### src/rtl/loader_pkg.sv
// Shared types and helpers for the program loader.
// Contents: loader FSM state encoding, FIFO pointer-width helper.
// Optional feature macro used by program_loader: LOADER_CHECKSUM_EN.
package loader_pkg;

  typedef enum logic [2:0] {
    IDLE   = 3'd0,
    PRIME  = 3'd1,
    ALIGN  = 3'd2,
    LOAD   = 3'd3,
    FINISH = 3'd4
  } state_t;

  // Pointer width for a power-of-two FIFO; never narrower than one bit.
  function automatic int fifo_ptr_w(input int depth);
    return (depth > 1) ? $clog2(depth) : 1;
  endfunction

endpackage

### src/rtl/byte_fifo.sv
// Purpose: synchronous DEPTH x DATA_W byte FIFO with simultaneous push+pop.
// Latency: a pushed byte is visible on head the cycle after the push edge.
// Backpressure: pushes while full and pops while empty are ignored.
// Ports: clk, resetn (async, active-low flush), push/push_dat, pop,
//        head (FIFO head, undefined content when empty), full, empty.
module byte_fifo
  import loader_pkg::*;
#(
  parameter int DEPTH  = 4,
  parameter int DATA_W = 8
) (
  input  logic              clk,
  input  logic              resetn,
  input  logic              push,
  input  logic [DATA_W-1:0] push_dat,
  input  logic              pop,
  output logic [DATA_W-1:0] head,
  output logic              full,
  output logic              empty
);
  localparam int            AW       = fifo_ptr_w(DEPTH);
  localparam logic [AW:0]   FULL_LVL = (AW+1)'(DEPTH);

  logic [DATA_W-1:0] mem [DEPTH];
  logic [AW-1:0]     wr_ptr;
  logic [AW-1:0]     rd_ptr;
  logic [AW:0]       level;
  logic              do_push;
  logic              do_pop;

  assign full    = (level == FULL_LVL);
  assign empty   = (level == '0);
  assign do_push = push && !full;
  assign do_pop  = pop && !empty;
  assign head    = mem[rd_ptr];

  // Storage needs no reset: head is only meaningful while level is non-zero.
  always_ff @(posedge clk) begin
    if (do_push) mem[wr_ptr] <= push_dat;
  end

  // Pointers wrap naturally because DEPTH is a power of two.
  always_ff @(posedge clk or negedge resetn) begin
    if (!resetn) begin
      wr_ptr <= '0;
      rd_ptr <= '0;
      level  <= '0;
    end else begin
      if (do_push) wr_ptr <= wr_ptr + 1'b1;
      if (do_pop)  rd_ptr <= rd_ptr + 1'b1;
      if (do_push && !do_pop)      level <= level + 1'b1;
      else if (!do_push && do_pop) level <= level - 1'b1;
    end
  end

endmodule

### src/rtl/program_loader.sv
// Purpose: streams NUM_BYTES program bytes into RAM through the control block's programming mode.
// Latency: programming rises on the first cpu_ready after the FIFO fills; one byte retired per done_load.
// Backpressure: byte_ready low when FIFO full, all bytes accepted, idle, or on an underrun cycle.
// Ports: clk, resetn (async active-low); start; byte_in/byte_valid/byte_ready source handshake;
//        cpu_ready (T0), read_ui_in (T3), done_load (T4) from the control block;
//        programming, load_data, busy, load_complete, underrun, checksum outputs.
// Optional feature: define LOADER_CHECKSUM_EN for a running sum of committed bytes on checksum.
module program_loader
  import loader_pkg::*;
#(
  parameter int NUM_BYTES = 16,
  parameter int DEPTH     = 4,
  parameter int DATA_W    = 8
) (
  input  logic              clk,
  input  logic              resetn,
  input  logic              start,
  input  logic [DATA_W-1:0] byte_in,
  input  logic              byte_valid,
  output logic              byte_ready,
  input  logic              cpu_ready,
  input  logic              read_ui_in,
  input  logic              done_load,
  output logic              programming,
  output logic [DATA_W-1:0] load_data,
  output logic              busy,
  output logic              load_complete,
  output logic              underrun,
  output logic [DATA_W-1:0] checksum
);
  localparam int            CW      = $clog2(NUM_BYTES + 1);
  localparam logic [CW-1:0] LAST    = CW'(NUM_BYTES);
  localparam logic [CW-1:0] LAST_M1 = CW'(NUM_BYTES - 1);

  state_t            state;
  state_t            state_nxt;
  logic [CW-1:0]     rx_cnt;
  logic [CW-1:0]     wr_cnt;
  logic              fifo_full;
  logic              fifo_empty;
  logic [DATA_W-1:0] fifo_head;
  logic              push;
  logic              pop;
  logic              load_start;
  logic              prog_set;
  logic              underrun_evt;
  logic              done_evt;
  logic              wr_last;

  byte_fifo #(
    .DEPTH  (DEPTH),
    .DATA_W (DATA_W)
  ) u_fifo (
    .clk      (clk),
    .resetn   (resetn),
    .push     (push),
    .push_dat (byte_in),
    .pop      (pop),
    .head     (fifo_head),
    .full     (fifo_full),
    .empty    (fifo_empty)
  );

  // State register.
  always_ff @(posedge clk or negedge resetn) begin
    if (!resetn) state <= IDLE;
    else         state <= state_nxt;
  end

  // Next-state logic.
  always_comb begin
    state_nxt = state;
    case (state)
      IDLE:    if (start) state_nxt = PRIME;
      PRIME:   if (fifo_full || rx_cnt == LAST) state_nxt = ALIGN;
      ALIGN:   if (cpu_ready) state_nxt = LOAD;
      LOAD: begin
        if (underrun_evt) state_nxt = IDLE;
        else if (wr_last) state_nxt = FINISH;
      end
      FINISH:  if (cpu_ready) state_nxt = IDLE;
      default: state_nxt = IDLE;
    endcase
  end

  // Per-state strobes. An underrun fires when the CPU reaches T0 or T3 with
  // nothing to present; pop and underrun are exclusive since pop needs data.
  always_comb begin
    load_start   = 1'b0;
    prog_set     = 1'b0;
    pop          = 1'b0;
    underrun_evt = 1'b0;
    done_evt     = 1'b0;
    case (state)
      IDLE:  load_start = start;
      ALIGN: prog_set   = cpu_ready;
      LOAD: begin
        pop          = done_load && !fifo_empty;
        underrun_evt = fifo_empty && ((cpu_ready && (wr_cnt < LAST)) || read_ui_in);
      end
      FINISH:  done_evt = cpu_ready;
      default: ;
    endcase
  end

  assign busy       = (state != IDLE);
  // Gating on underrun_evt drops any byte offered on the abort cycle.
  assign byte_ready = busy && !fifo_full && (rx_cnt < LAST) && !underrun_evt;
  assign push       = byte_valid && byte_ready;
  assign wr_last    = pop && (wr_cnt == LAST_M1);
  assign load_data  = fifo_empty ? '0 : fifo_head;

  always_ff @(posedge clk or negedge resetn) begin
    if (!resetn) begin
      rx_cnt        <= '0;
      wr_cnt        <= '0;
      underrun      <= 1'b0;
      programming   <= 1'b0;
      load_complete <= 1'b0;
    end else begin
      load_complete <= done_evt;
      if (load_start) begin
        rx_cnt   <= '0;
        wr_cnt   <= '0;
        underrun <= 1'b0;
      end else begin
        if (push)         rx_cnt   <= rx_cnt + 1'b1;
        if (pop)          wr_cnt   <= wr_cnt + 1'b1;
        if (underrun_evt) underrun <= 1'b1;
      end
      // Set and clear events all coincide with a CPU strobe edge, so the
      // control block only ever sees programming change on cycle boundaries.
      if (prog_set)                      programming <= 1'b1;
      else if (underrun_evt || done_evt) programming <= 1'b0;
    end
  end

`ifdef LOADER_CHECKSUM_EN
  logic [DATA_W-1:0] sum_q;

  always_ff @(posedge clk or negedge resetn) begin
    if (!resetn)         sum_q <= '0;
    else if (load_start) sum_q <= '0;
    else if (pop)        sum_q <= sum_q + fifo_head;
  end

  assign checksum = sum_q;
`else
  assign checksum = '0;
`endif

endmodule

### config.mk
export PLATFORM = sky130hd
export DESIGN_NAME = program_loader
export DESIGN_NICKNAME = d
export VERILOG_FILES = /design/src/rtl/loader_pkg.sv /design/src/rtl/byte_fifo.sv /design/src/rtl/program_loader.sv
export SDC_FILE = /design/constraint.sdc
export NUM_CORES = 1
export LEC_CHECK = 0
export ABC_CLOCK_PERIOD_IN_PS = 2450
export CORE_ASPECT_RATIO = 1.75
export CORE_MARGIN = 2
export CORE_UTILIZATION = 49
export DETAILED_ROUTE_END_ITERATION = 12
export PLACE_DENSITY = 0.76
export SLEW_MARGIN = 30
export SYNTH_ARGS = -nofsm -noshare
export SYNTH_HDL_FRONTEND = slang
export SYNTH_SLANG_ARGS = --single-unit
### constraint.sdc
create_clock -name clk -period 2.45 [get_ports clk]
set_input_delay 0.49 -clock clk [delete_from_list [all_inputs] [get_ports clk]]
set_output_delay 0.49 -clock clk [all_outputs]
set_load 0.03 [all_outputs]
======== Word-level counts from Yosys, hierarchy flattened ========
Memories as Yosys holds them, arrays and structs flattened.
Cells that the tools add are included.
cells by class
  reduce and logical (&&, ||, !) cells .... 29
  multiplexer cells ....................... 25
  $add $sub $neg .......................... 6
  order comparisons ....................... 2
  equality and inequality tests ........... 12
operators with widths
  cell                                                                 number
  3-bit 2-to-1 mux                                                     8
  5-bit 2-to-1 mux                                                     4
  3-bit case mux with 5 select lines                                   1
  1-bit logical AND                                                    12
  1-bit 2-to-1 mux                                                     11
  5-bit by 1-bit adder with 5-bit output (second input constant)       2
  5-bit < comparator (second input constant)                           2
  2-bit nonzero test                                                   5
  8-bit 2-to-1 mux                                                     1
  2-bit != test (second input constant)                                4
  3-bit by 2-bit == test with 1-bit output (second input constant)     2
  3-bit == test (second input constant)                                2
  3-bit zero test                                                      2
  5-bit by 4-bit == test with 1-bit output (second input constant)     1
  5-bit == test (second input constant)                                1
  1-bit zero test                                                      5
  5-bit AND reduction                                                  1
  2-bit by 1-bit adder with 2-bit output (second input constant)       2
  3-bit by 1-bit adder with 3-bit output (second input constant)       1
  3-bit by 1-bit == test with 1-bit output (second input constant)     1
  1-bit logical OR                                                     3
  3-bit != test (second input constant)                                1
  3-bit nonzero test                                                   1
  3-bit by 1-bit subtractor with 3-bit output (second input constant)  1
word-level totals
  word-level logic and storage cells ...... 84
  RAM bits ................................ 32
  flip-flop bits (word level) ............. 23
  input bits .............................. 15
  output and inout port bits .............. 21
  memories kept ........................... 1
memories
  memory      words  bits a word  read ports  clocked after Yosys merged registers in  write ports  RTL line         text
  u_fifo.mem  4      8            1           0                                        1            byte_fifo.sv:24  logic [DATA_W-1:0] mem [DEPTH];

======== Logic depth before layout (Yosys ltp) ========
Gate-level depths: netlist of run 1.
  depth after elaboration ................. 13
  gate-level depth with buffers ........... 11
  gate-level depth less buffers ........... 9

======== Cells and area by module ========
A second synthesis of run 1 with hierarchy kept.
second synthesis, totals
  cells, all modules ...................... 190
  area total of the unflattened synthesis .. 2,653.8 µm²
modules (own cells, without submodules)
  module          area each (µm²)  times used  seq. area each (µm²)  cells an instance
  byte_fifo       1,589.0          1           1,136.1               77
  program_loader  1,064.8          1           400.4                 113

======== Worst setup path after synthesis of run 1 ========
No wires, ideal clock.
  path type ............................... input to register
  start ................................... input cpu_ready
  end ..................................... register u_fifo.level[2]
  required time ........................... 2,371 ps
  arrival time ............................ 2,383 ps
  stages .................................. 10
  setup slack ............................. -12 ps
  cells stage by stage .................... nor2b_1 > o211a_2 > nor4_4 > buf_4 > ha_1 > inv_1 > fa_1 > xor2_1 > nor2_1 > xor2_1
between the ends
  cells in the longest elaborated chain, start to end .. 11
  elaborated cells on any way between the ends .. 13
ends and longest elaborated chain
  what                                 RTL line               text
  from (decl)                          program_loader.sv:21   input logic cpu_ready,
  1-bit logical AND (*)                program_loader.sv:99   underrun_evt = fifo_empty && ((cpu_ready && (wr_cnt < LAST)) || read_ui_in);
  1-bit logical OR (*)                 program_loader.sv:99
  1-bit logical AND (*)                program_loader.sv:99
  1-bit 2-to-1 mux (*)                 program_loader.sv:94   case (state)
  1-bit zero test (*)                  program_loader.sv:108  assign byte_ready = busy && !fifo_full && (rx_cnt < LAST) && !underrun_evt;
  1-bit logical AND (*)                program_loader.sv:108
  1-bit logical AND (*)                program_loader.sv:109  assign push = byte_valid && byte_ready;
  1-bit logical AND (*)                byte_fifo.sv:33        assign do_push = push && !full;
  net u_fifo.do_push                   byte_fifo.sv:28        logic do_push;
  1-bit zero test                      byte_fifo.sv:52        else if (!do_push && do_pop) level <= level - 1'b1;
  1-bit logical AND                    byte_fifo.sv:52
  2-bit nonzero test (no source line)  -
  to (signal assigned)                 byte_fifo.sv:51        if (do_push && !do_pop) level <= level + 1'b1;
  to (signal assigned)                 byte_fifo.sv:52
  to (decl)                            byte_fifo.sv:27        logic [AW:0] level;
The timed path passes the listed nets; every way through them passes the cells marked *.
A chain may end at the register's enable or synchronous reset.

======== Worst setup path after layout of run 1 ========
  start ................................... register u_fifo.rd_ptr[0]
  end ..................................... output load_data[1]
between the ends
  cells in the longest elaborated chain, start to end .. 2
ends and longest elaborated chain
  what                    RTL line               text
  from (decl)             byte_fifo.sv:26        logic [AW-1:0] rd_ptr;
  from (signal assigned)  byte_fifo.sv:50        if (do_pop) rd_ptr <= rd_ptr + 1'b1;
  memory 4 x 8 bit        -
  8-bit 2-to-1 mux        program_loader.sv:111  assign load_data = fifo_empty ? '0 : fifo_head;
  to (decl)               program_loader.sv:25   output logic [DATA_W-1:0] load_data,
No other way between the ends.

==> flow_metrics.env, run 1 <==
export IMPL_grt_overflow=0
export IMPL_final_max_slew_viol_count=0
export IMPL_antenna_diode_count=0
export IMPL_worst_path_max_delay_cell="mux4_2"
export IMPL_vias=1540
export IMPL_cellPowerDensity_nw_per_um2=1117
export IMPL_hp_class="in -> async"
export IMPL_io_buffers=27
export IMPL_ys_warn_count=0
export IMPL_ys_dominant_reg_cell="edfxtp_1"
export IMPL_met2_usage_pct=30.43
export IMPL_start_kind="flop"
export IMPL_busiest_layer="met2"
export IMPL_drt_iter0_drc=24
export IMPL_grt_pass1_wl_mm=7.438
export IMPL_synth_edf_count=32
export IMPL_peakVddDrop_v=0.0006762
export IMPL_swShare_pct=37.73
export IMPL_critical_path_top_delay_family="multiplexers"
export IMPL_max_stage_delay_ns=0.51
export IMPL_grt_use_total_pct=17.12
export IMPL_path_buf_inv=2
export IMPL_cts_tree="built"
export IMPL_place_ws_ns=-0.2705
export IMPL_dp_hpwl_mm=3.360
export IMPL_start_util_pct=50.12
export IMPL_multi_input_area_um2=938.4
export IMPL_cap_violations=0
export IMPL_combPwrFrac_pct=46.2
export IMPL_crit_arrival_ns=1.89
export IMPL_root_buffer="clkbuf_8"
export IMPL_drtAntennaViolNets=0
export IMPL_utilization_pct=60.02
export IMPL_use_met3_pct=2.706
export IMPL_grt_pass1_vias=1569
export IMPL_fmax_mhz=420.6
export IMPL_finalNonFillerCells=286
export IMPL_grt_setup_unrepaired="false"
export IMPL_fillers=431
export IMPL_die_w_um=58.96
export IMPL_violations="DRC"
export IMPL_p_leak_nw=1.244
export IMPL_use_met1_pct=18.79
export IMPL_ys_seq_area_share_pct=59.32
export IMPL_maxSlewHeadroom_pct=61.04
export IMPL_routedWlPerCell_um=15.75
export IMPL_synth_cell_types=43
export IMPL_wl_mm=4.504
export IMPL_antenna_found_initial=0
export IMPL_fp_dieH_um=100.2
export IMPL_crit_fanout=8
export IMPL_area_growth_pct=19.76
export IMPL_tightest_slew_ns=0.5697
export IMPL_postSynthCellCount=191
export IMPL_cts_buffers_inserted=5
export IMPL_finClkSkew_ns=0.01422
export IMPL_finalPower_mw=3.463
export IMPL_dieArea_um2=5906
export IMPL_fin_nets=255
export IMPL_critPathCaptureType="output port"
export IMPL_finalCriticalPeriod_ns=2.378
export IMPL_status="complete, but fails checks"
export IMPL_clk_pin_slew_ns=0.10
export IMPL_cts_path_max_buffers=2
export IMPL_seqPwrFrac_pct=39.1
export IMPL_setup_viol=0
export IMPL_drcViolationCount=2
export IMPL_synth_seq_cells=55
export IMPL_netSwitchingPower_mw=1.307
export IMPL_postSynthAreaPerCell_um2=13.56
export IMPL_fin_crit_sh_pct=97.05
export IMPL_cts_sinks=55
export IMPL_clkPwrFrac_pct=14.6
export IMPL_grt_max_degree=24
export IMPL_seq_area_um2=1536
export IMPL_gp_congestion=0.7889
export IMPL_cp_cell_sequence="buf_12 > mux4_2 > and2_1 > dlygate4sd2_1"
export IMPL_rows=35
export IMPL_synth_area_um2=2590
export IMPL_p_int_mw=2.157
export IMPL_hold_viol=0
export IMPL_clk_latency_ns=0.32
export IMPL_drive_gt1_share_pct=16.88
export IMPL_path_class="reg -> out"
export IMPL_routed_via_density=5.385
export IMPL_setup_slack_ns=0.07230
export IMPL_dp_cells=278
export IMPL_ios=36
export IMPL_drtPass1Iterations=8
export IMPL_cp_required_ns=1.96
export IMPL_htreeDepth=2
export IMPL_core_area_um2=5167
export IMPL_async_reset_ff_share_pct=41.82
-- cells in the final DEF (no fill, tap or decap), types with 4 or more instances in the layout --
cell and instances:
nand2_1 14, dlygate4sd2_1 9, conb_1 8, xor2_1 4, ha_1 9, nor2_1 9
and2_1 13, o21ai_0 6, clkbuf_8 5, clkdlybuf4s50_1 17, xnor2_1 6, inv_1 8
dfrtp_1 23, buf_4 11, edfxtp_1 32, mux4_2 8, buf_12 5
-- Yosys cell counts, types with 2 or more instances --
cell      number  share of area, %
buf_4         10               2.9
nor4_1         2              0.48
buf_2          3              0.58
nor3_1         3              0.58
nand2_1       14               2.0
xnor2_1        6               2.0
ha_1           9               4.3
and2_1        13               3.1
nor2_1         9               1.3
o21ai_0        6               1.2
and3_1         3              0.72
mux4_2         8               7.0
nor2b_1        3              0.72
nand4_1        2              0.48
edfxtp_1      32                37
nand3_1        3              0.58
inv_1          8               1.2
xor2_1         4               1.4
mux2i_1        2              0.77
nand2b_1       3              0.72
a21oi_1        2              0.39
o31ai_1        2              0.58
dfrtp_1       23                22
clkbuf_1       2              0.29
-- logic make-up after synthesis --
family | share of synthesized area [%]
flip-flops | 59.32
AND/OR/NAND/NOR | 13.67
multiplexers | 8.599
adder cells (fa/ha/maj) | 5.121
XOR/XNOR | 3.381
buffers and inverters | 5.700
other | 0.1448
AO/OA/AOI/OAI | 4.058
-- registers in the layout, indices dropped and copies added (netlist names), 2 cells and up --
name	cells
u_fifo.mem	32
u_fifo.rd_ptr	2
rx_cnt	5
wr_cnt	5
u_fifo.wr_ptr	2
state	3
u_fifo.level	3
-- path summary, 6_finish.rpt --
check | from | end | slack (ns) | cells past startpoint
max reg2reg | state[2]$_DFFE_PN0P_ | u_fifo.level[2]$_DFFE_PN0P_ | 0.19 | 9
max | u_fifo.rd_ptr[0]$_DFFE_PN0P_ | load_data[1] | 0.07 | 4
min | resetn | underrun$_DFFE_PN0P_ | 0.52 | 2
min reg2reg | rx_cnt[3]$_DFFE_PN0P_ | rx_cnt[3]$_DFFE_PN0P_ | 0.52 | 1
min in group clk | rx_cnt[3]$_DFFE_PN0P_ | rx_cnt[3]$_DFFE_PN0P_ | 0.52 | 1
max in group asynchronous | resetn | u_fifo.rd_ptr[0]$_DFFE_PN0P_ | 1.70 | 2
-- repair_timing --
action	in CTS	in global routing
setup endpoints to repair	9	0
buffers inserted	0	0
hold buffers	0	0
gates resized for setup	10	0
-- power groups by stage --
| stage | clock network, mW | registers, mW | logic [mW] |
|---|---|---|---|
| 3_3_place_gp | 0 | 1.37 | 1.64 |
| 6_report | 0.507 | 1.36 | 1.60 |
| 4_1_cts | 0.527 | 1.36 | 1.63 |
| 5_1_grt | 0.557 | 1.38 | 1.75 |
| 2_1_floorplan | 0 | 1.32 | 1.12 |
| 3_5_place_dp | 0 | 1.38 | 1.69 |
-- cell type report --
type | instances | area share, %
sequential | 55 | 49.54
multi-input combinational | 117 | 30.25
timing repair buffer | 42 | 13.92
clock buffer | 5 | 2.219
tap | 55 | 2.219
inverter | 9 | 1.089
clock inverter | 3 | 0.7664
-- metrics by stage --
stage / cell area (µm²) / setup TNS (ns) / hold WS (ns)
CTS: 3102 / 0 / 0.5228
global route: 3102 / 0 / 0.5440
floorplan: 2616 / 0 / 0.1944
global placement: 3014 / -0.3952 / 0.4946
finish: 3102 / 0 / 0.5207
detailed placement: 3014 / -0.5060 / 0.5068
-- per-layer routing --
layer | wire length (µm) | part of all wire, %
met1 | 1632 | 36
met2 | 2549 | 57
met3 | 161 | 3.6
met4 | 161 | 3.6
met5 | 0 | 0
Power figures use the tool's default switching activity.
==> run 2: changes to the inputs <==
--- a/config.mk
+++ b/config.mk
@@ -6,11 +6,13 @@
 export NUM_CORES = 1
 export LEC_CHECK = 0
 export ABC_CLOCK_PERIOD_IN_PS = 2450
+export CELL_PAD_IN_SITES_DETAIL_PLACEMENT = 0
+export CELL_PAD_IN_SITES_GLOBAL_PLACEMENT = 1
 export CORE_ASPECT_RATIO = 1.75
 export CORE_MARGIN = 2
-export CORE_UTILIZATION = 49
+export CORE_UTILIZATION = 40
 export DETAILED_ROUTE_END_ITERATION = 12
-export PLACE_DENSITY = 0.76
+export PLACE_DENSITY_LB_ADDON = 0.1
 export SLEW_MARGIN = 30
 export SYNTH_ARGS = -nofsm -noshare
 export SYNTH_HDL_FRONTEND = slang
==> run 2 against run 1 <==
Compared with the run above: core utilization shrank 8.4 points; highest routed layer unchanged; power grew 4.3%; first-iteration DRC count grew 67%; sequential power is essentially flat; register-to-register slack lost 0.07 ns; global-route usage shrank 2.3 points; non-clock buffer count grew 6; design area grew 3.6%; clock power grew 16%; die area grew 21%; the run now ends clean; combinational power grew 6%; cell count grew 11%.
==> flow_metrics.env, run 2 (same netlist as run 1, synthesis figures left out) <==
export IMPL_swShare_pct=36.15
export IMPL_dpl_cell_area_um2=3045
export IMPL_finClkSkew_ns=0.005140
export IMPL_crit_end="u_fifo.level[2]$_DFFE_PN0P_"
export IMPL_clkPwrFrac_pct=16.3
export IMPL_cts_sinks=55
export IMPL_fillers=548
export IMPL_cellPowerDensity_nw_per_um2=1124
export IMPL_crit_fanout=2
export IMPL_combPwrFrac_pct=46.7
export IMPL_gp_congestion=0.7696
export IMPL_drtAntennaViolNets=0
export IMPL_r2r_start="state[1]$_DFFE_PN0P_"
export IMPL_fp_dieH_um=110.4
export IMPL_fin_crit_sh_pct=95.77
export IMPL_utilization_pct=51.61
export IMPL_top_regs="u_fifo.mem x32, rx_cnt x5, wr_cnt x5"
export IMPL_area_growth_pct=24.11
export IMPL_ios=36
export IMPL_cts_path_max_buffers=2
export IMPL_cts_tree="built"
export IMPL_root_buffer="clkbuf_8"
export IMPL_drtPass1Iterations=4
export IMPL_antenna_found_initial=0
export IMPL_vias=1581
export IMPL_finalCriticalPeriod_ns=2.346
export IMPL_cts_buffers_inserted=5
export IMPL_grt_max_degree=24
export IMPL_clk_pin_slew_ns=0.09
export IMPL_grt_overflow=0
export IMPL_netSwitchingPower_mw=1.306
export IMPL_fmax_mhz=426.2
export IMPL_rows=38
export IMPL_final_cell_area_um2=3214
export IMPL_drcViolationCount=0
export IMPL_grt_setup_unrepaired="false"
export IMPL_p_leak_nw=1.292
export IMPL_final_max_slew_viol_count=0
export IMPL_critPathCaptureType="flop"
export IMPL_r2r_end="u_fifo.level[2]$_DFFE_PN0P_"
export IMPL_top_register="u_fifo.mem"
export IMPL_htreeDepth=2
export IMPL_core_area_um2=6228
export IMPL_drt_iter0_drc=40
export IMPL_dieArea_um2=7160
export IMPL_crit_arrival_ns=2.57
export IMPL_hp_class="in -> async"
export IMPL_cp_startpoint="read_ui_in"
export IMPL_antenna_diode_count=0
export IMPL_fin_nets=261
export IMPL_routedWlPerCell_um=15.46
export IMPL_seqPwrFrac_pct=37.1
export IMPL_grt_pass1_vias=1668
export IMPL_largest_reg_flops=32
export IMPL_path_class="in -> reg"
export IMPL_hold_viol=0
export IMPL_clk_latency_ns=0.30
export IMPL_cts_hold_buffers=0
export IMPL_routed_via_density=4.987
export IMPL_cap_violations=0
export IMPL_grt_pass1_wl_mm=8.135
export IMPL_cp_required_ns=2.68
export IMPL_drive_gt1_share_pct=20.25
export IMPL_finalPower_mw=3.613
export IMPL_start_util_pct=41.58
export IMPL_grt_use_total_pct=14.80
export IMPL_dp_hpwl_mm=3.642
export IMPL_start_kind="primary input"
export IMPL_peakVddDrop_v=0.0005989
export IMPL_io_buffers=27
export IMPL_r2r_cells=9
export IMPL_status="finished clean"
export IMPL_p_int_mw=2.307
export IMPL_setup_viol=0
export IMPL_seq_area_um2=1540
export IMPL_die_w_um=64.83
export IMPL_wl_mm=4.901
export IMPL_r2r_slack_ns=0.12
export IMPL_final_cell_mix="edfxtp_1, dfrtp_1, clkdlybuf4s50_1, buf_4, nand2_1"
export IMPL_multi_input_area_um2=949.7
export IMPL_layout_commonest_cell="edfxtp_1"
==> run 2: power by group through the flow <==
stage	Sequential [mW]	Combinational, mW	Clock, mW
after floorplan	1.32	1.12	0
after global placement	1.36	1.64	0
after detailed placement	1.38	1.67	0
after CTS	1.36	1.61	0.608
after global routing	1.36	1.85	0.645
final	1.34	1.69	0.587
==> run 2: worst max-delay path, cell delays in order <==
cell and delay [ns]:
clkdlybuf4s50_1 0.42, o211a_2 0.28, nor4_4 0.31, ha_2 0.22
inv_1 0.05, fa_1 0.37, xor2_1 0.17, nor2_1 0.13
xor2_1 0.15
==> run 2: worst min path at each step <==
stage | startpoint | end | slack [ns] | cells past startpoint
final | resetn | rx_cnt[0]$_DFFE_PN0P_ | 0.53 | 2
after detailed placement | underrun$_DFFE_PN0P_ | underrun$_DFFE_PN0P_ | 0.50 | 2
after global routing | resetn | rx_cnt[0]$_DFFE_PN0P_ | 0.55 | 2
after global placement | rx_cnt[3]$_DFFE_PN0P_ | rx_cnt[3]$_DFFE_PN0P_ | 0.49 | 1
after CTS | underrun$_DFFE_PN0P_ | underrun$_DFFE_PN0P_ | 0.53 | 2
after floorplan | resetn | load_complete$_DFF_PN0_ | 0.19 | 0
==> run 2: final cells by class <==
cell class	instances	area share, %
Multi-Input combinational cell	117	29.54
Sequential cell	55	47.92
Inverter	9	1.051
Clock inverter	2	1.168
Timing Repair Buffer	48	14.95
Clock buffer	6	2.258
Tap cell	80	3.114
==> run 2: metrics by stage <==
stage	setup TNS, ns	hold WS (ns)	std cells	setup WS [ns]
after floorplan	0	0.1944	198	0.02790
after CTS	0	0.5325	311	0.02144
final	0	0.5268	317	0.1037
after global routing	0	0.5488	317	0.005065
after global placement	-0.2770	0.4861	303	-0.1641
after detailed placement	-0.3641	0.5015	303	-0.2073
==> run 2: routing by layer <==
metal / global-route usage [%] / part of all wire (%) / vias to the layer above / routed length (µm)
li1: - / - / 752 / -
met1: 15.06 / 37 / 798 / 1814
met2: 28.45 / 59 / 25 / 2916
met3: 2.546 / 2.1 / 6 / 103
met4: 5.816 / 1.4 / 0 / 67
met5: 0 / 0 / - / 0
==> run 2: repair_timing <==
action	in CTS	in global routing
endpoints found under the setup margin	9	10
endpoints found under the hold margin	0	0
setup buffers	0	6
cloned	0	0
pin swaps	0	5
resized for setup	9	6
==> run 3: changes to the inputs <==
--- a/config.mk
+++ b/config.mk
@@ -11,9 +11,11 @@
 export CORE_ASPECT_RATIO = 1.75
 export CORE_MARGIN = 2
 export CORE_UTILIZATION = 40
+export CTS_CLUSTER_DIAMETER = 200
 export DETAILED_ROUTE_END_ITERATION = 12
 export PLACE_DENSITY_LB_ADDON = 0.1
 export SLEW_MARGIN = 30
 export SYNTH_ARGS = -nofsm -noshare
 export SYNTH_HDL_FRONTEND = slang
+export SYNTH_HIERARCHICAL = 1
 export SYNTH_SLANG_ARGS = --single-unit
==> run 3 against run 2 <==
Compared with the run above: global-route usage is 0.24 points higher; via count is 2.8% lower; combinational power is 7% higher; non-clock buffer count is 8 lower; core utilization is 2.2 points lower; die area is 2.3% higher; sequential power is 12% higher; first-iteration DRC count is 33% higher; highest routed layer unchanged.
==> flow_metrics.env, run 3 <==
export IMPL_io_buffers=27
export IMPL_cts_hold_buffers=0
export IMPL_drt_iter0_drc=53
export IMPL_cp_cell_sequence="buf_12 > mux4_2 > nor2b_1 > dlygate4sd2_1"
export IMPL_synth_top_cell_area_share_pct=36.21
export IMPL_fin_crit_sh_pct=94.68
export IMPL_hold_viol=0
export IMPL_grt_overflow=0
export IMPL_routed_via_density=4.942
export IMPL_ys_seq_area_share_pct=57.90
export IMPL_synth_common_cells="edfxtp_1, dfrtp_1, nand2_1, nor2_1"
export IMPL_dieArea_um2=7327
export IMPL_synthAdderAreaFrac_pct=4.998
export IMPL_clk_latency_ns=0.29
export IMPL_rows=39
export IMPL_gp_congestion=0.7371
export IMPL_cts_sinks=55
export IMPL_top_regs="u_fifo/mem x32, rx_cnt x5, wr_cnt x5"
export IMPL_dp_cells=303
export IMPL_path_class="reg -> out"
export IMPL_antenna_found_initial=0
export IMPL_finalSetupTns_ns=0
export IMPL_fin_nets=253
export IMPL_final_max_slew_viol_count=0
export IMPL_synth_top_family_by_area="simple AND/OR/NAND/NOR gates"
export IMPL_finalPower_mw=4.015
export IMPL_grt_pass1_wl_mm=8.293
export IMPL_grt_use_total_pct=15.04
export IMPL_path_buf_inv=2
export IMPL_grt_pass1_vias=1673
export IMPL_status="finished clean"
export IMPL_grt_setup_unrepaired="false"
export IMPL_cts_path_max_buffers=2
export IMPL_drcViolationCount=0
export IMPL_cap_violations=0
export IMPL_cellPowerDensity_nw_per_um2=1252
export IMPL_critPathCaptureType="output port"
export IMPL_core_area_um2=6490
export IMPL_postSynthCellCount=190
export IMPL_cts_tree="built"
export IMPL_antenna_diode_count=0
export IMPL_async_reset_ff_share_pct=41.82
export IMPL_start_kind="flop"
export IMPL_synthXorXnorAreaFrac_pct=2.970
export IMPL_cts_buffers_inserted=5
export IMPL_routedWlPerCell_um=15.76
export IMPL_crit_fanout=10
export IMPL_dp_hpwl_mm=3.676
export IMPL_max_stage_delay_ns=0.51
export IMPL_synth_area_um2=2654
export IMPL_setup_slack_ns=0.1303
export IMPL_synthMuxAreaShare_pct=9.382
export IMPL_clk_pin_slew_ns=0.07
export IMPL_finClkSkew_ns=0.007748
export IMPL_vias=1537
export IMPL_drtAntennaViolNets=0
export IMPL_top_register="u_fifo/mem"
export IMPL_ios=36
export IMPL_peakVddDrop_v=0.0006857
export IMPL_layout_commonest_cell="edfxtp_1"
export IMPL_hp_class="reg -> reg"
export IMPL_ys_warn_count=6
export IMPL_synth_top_area_cell="edfxtp_1"
export IMPL_htreeDepth=2
export IMPL_finalCriticalPeriod_ns=2.320
export IMPL_synth_seq_cells=55
export IMPL_ys_dominant_reg_cell="edfxtp_1"
export IMPL_largest_reg_flops=32
export IMPL_postSynthAreaPerCell_um2=13.97
export IMPL_drive_gt1_share_pct=23.58
export IMPL_cp_required_ns=1.96
export IMPL_drtPass1Iterations=4
export IMPL_grt_max_degree=24
export IMPL_area_growth_pct=20.84
export IMPL_root_buffer="clkbuf_16"
export IMPL_critical_path_top_delay_family="buffers and inverters"
export IMPL_worst_path_max_delay_cell="mux4_2"
export IMPL_setup_viol=0
export IMPL_finalNonFillerCells=311
export IMPL_synth_edf_count=32
export IMPL_fp_dieH_um=111.8
export IMPL_final_cell_mix="edfxtp_1, dfrtp_1, clkdlybuf4s50_1, buf_4"
export IMPL_fmax_mhz=431.1
export IMPL_synth_cell_types=46
export IMPL_synth_area_leaders="edfxtp_1, dfrtp_1, mux4_2, ha_1, buf_4"
export IMPL_synth_most_common_cell="edfxtp_1"
export IMPL_synth_compound_area_share_pct=4.573
export IMPL_die_w_um=65.57
export IMPL_p_leak_nw=1.286
export IMPL_wl_mm=4.900
export IMPL_start_util_pct=40.89
export IMPL_place_ws_ns=-0.2654
export IMPL_crit_arrival_ns=1.83
export IMPL_synth_simple_area_share_pct=14.10
run 3: cell count changes in the layout (fill, tap and decap cells not counted), moves of 4 or more:
cell       before  now
a21oi_1         2    6
and2_1         13    2
and2_2          0    4
buf_12          5    1
buf_4          17   12
clkbuf_16       0    5
clkbuf_8        5    0
nand2_1        14   10
nor2b_1         3    9
run 3: cell families (layout without fill, tap and decap cells):
| group | after synthesis | count (layout) |
|---|---|---|
| AOI/OAI and AO/OA | 19 | 19 |
| xor gates and xnor gates | 9 | 9 |
| adders and majority gates | 10 | 10 |
| buffers and inverters | 25 | 57 |
| DFF | 55 | 55 |
| muxes | 14 | 14 |
| other | 1 | 8 |
| and+or+nand+nor | 57 | 57 |
run 3: final cells by class:
type | count | area [µm²]
Fill cell | 582 | 3283
Sequential cell | 55 | 1536
Multi-Input combinational cell | 117 | 1010
Timing Repair Buffer | 40 | 374.1
Clock buffer | 5 | 125.1
Tap cell | 82 | 102.6
Inverter | 9 | 33.78
Clock inverter | 3 | 25.02
run 3: what timing repair did:
action / 4_1_cts / 5_1_grt
pin swaps: 0 / 4
resized for setup: 8 / 5
gates cloned: 0 / 0
endpoints found under the setup margin: 8 / 2
buffers inserted: 0 / 0
run 3: stage by stage:
stage	cell area (µm²)	utilization [%]	hold slack (ns)
floorplan	2691	-	0.1944
global route	3207	49.41	0.5595
finish	3207	49.41	0.5388
CTS	3188	49.12	0.5349
detailed placement	3048	46.96	0.5245
global placement	3048	46.96	0.5128
run 3: routing by layer:
layer	GRT usage [%]	up-vias	part of all wire (%)
met5	0	-	0
met4	4.861	0	1.4
met3	2.222	8	3.3
met2	28.57	41	59
met1	16.51	758	36
li1	-	730	-
run 3: final timing paths:
kind                                               from  cells after the start                     endpoint  slack, ns
setup / recovery           u_fifo/rd_ptr[0]$_DFFE_PN0P_                      4                 load_data[3]       0.13
min in group asynchronous                        resetn                      2        rx_cnt[4]$_DFFE_PN0P_       0.56
hold reg to reg                    underrun$_DFFE_PN0P_                      2         underrun$_DFFE_PN0P_       0.54
setup reg to reg            u_fifo/level[2]$_DFFE_PN0P_                     11  u_fifo/level[2]$_DFFE_PN0P_       0.15
hold / removal                     underrun$_DFFE_PN0P_                      2         underrun$_DFFE_PN0P_       0.54
max in group asynchronous                        resetn                      2        wr_cnt[2]$_DFFE_PN0P_       1.65
run 3: tightest hold or removal path, delay by kind of cell (launching register included):
kind	cells	cell delay (ns)
flip-flops	1	0.37
AND/OR/NAND/NOR	2	0.13
run 3: report_power, final:
group	internal [mW]	switching, mW	leakage (nW)
registers	1.27	0.237	0.572
logic	0.859	0.946	0.644
clock network	0.382	0.323	0.0700
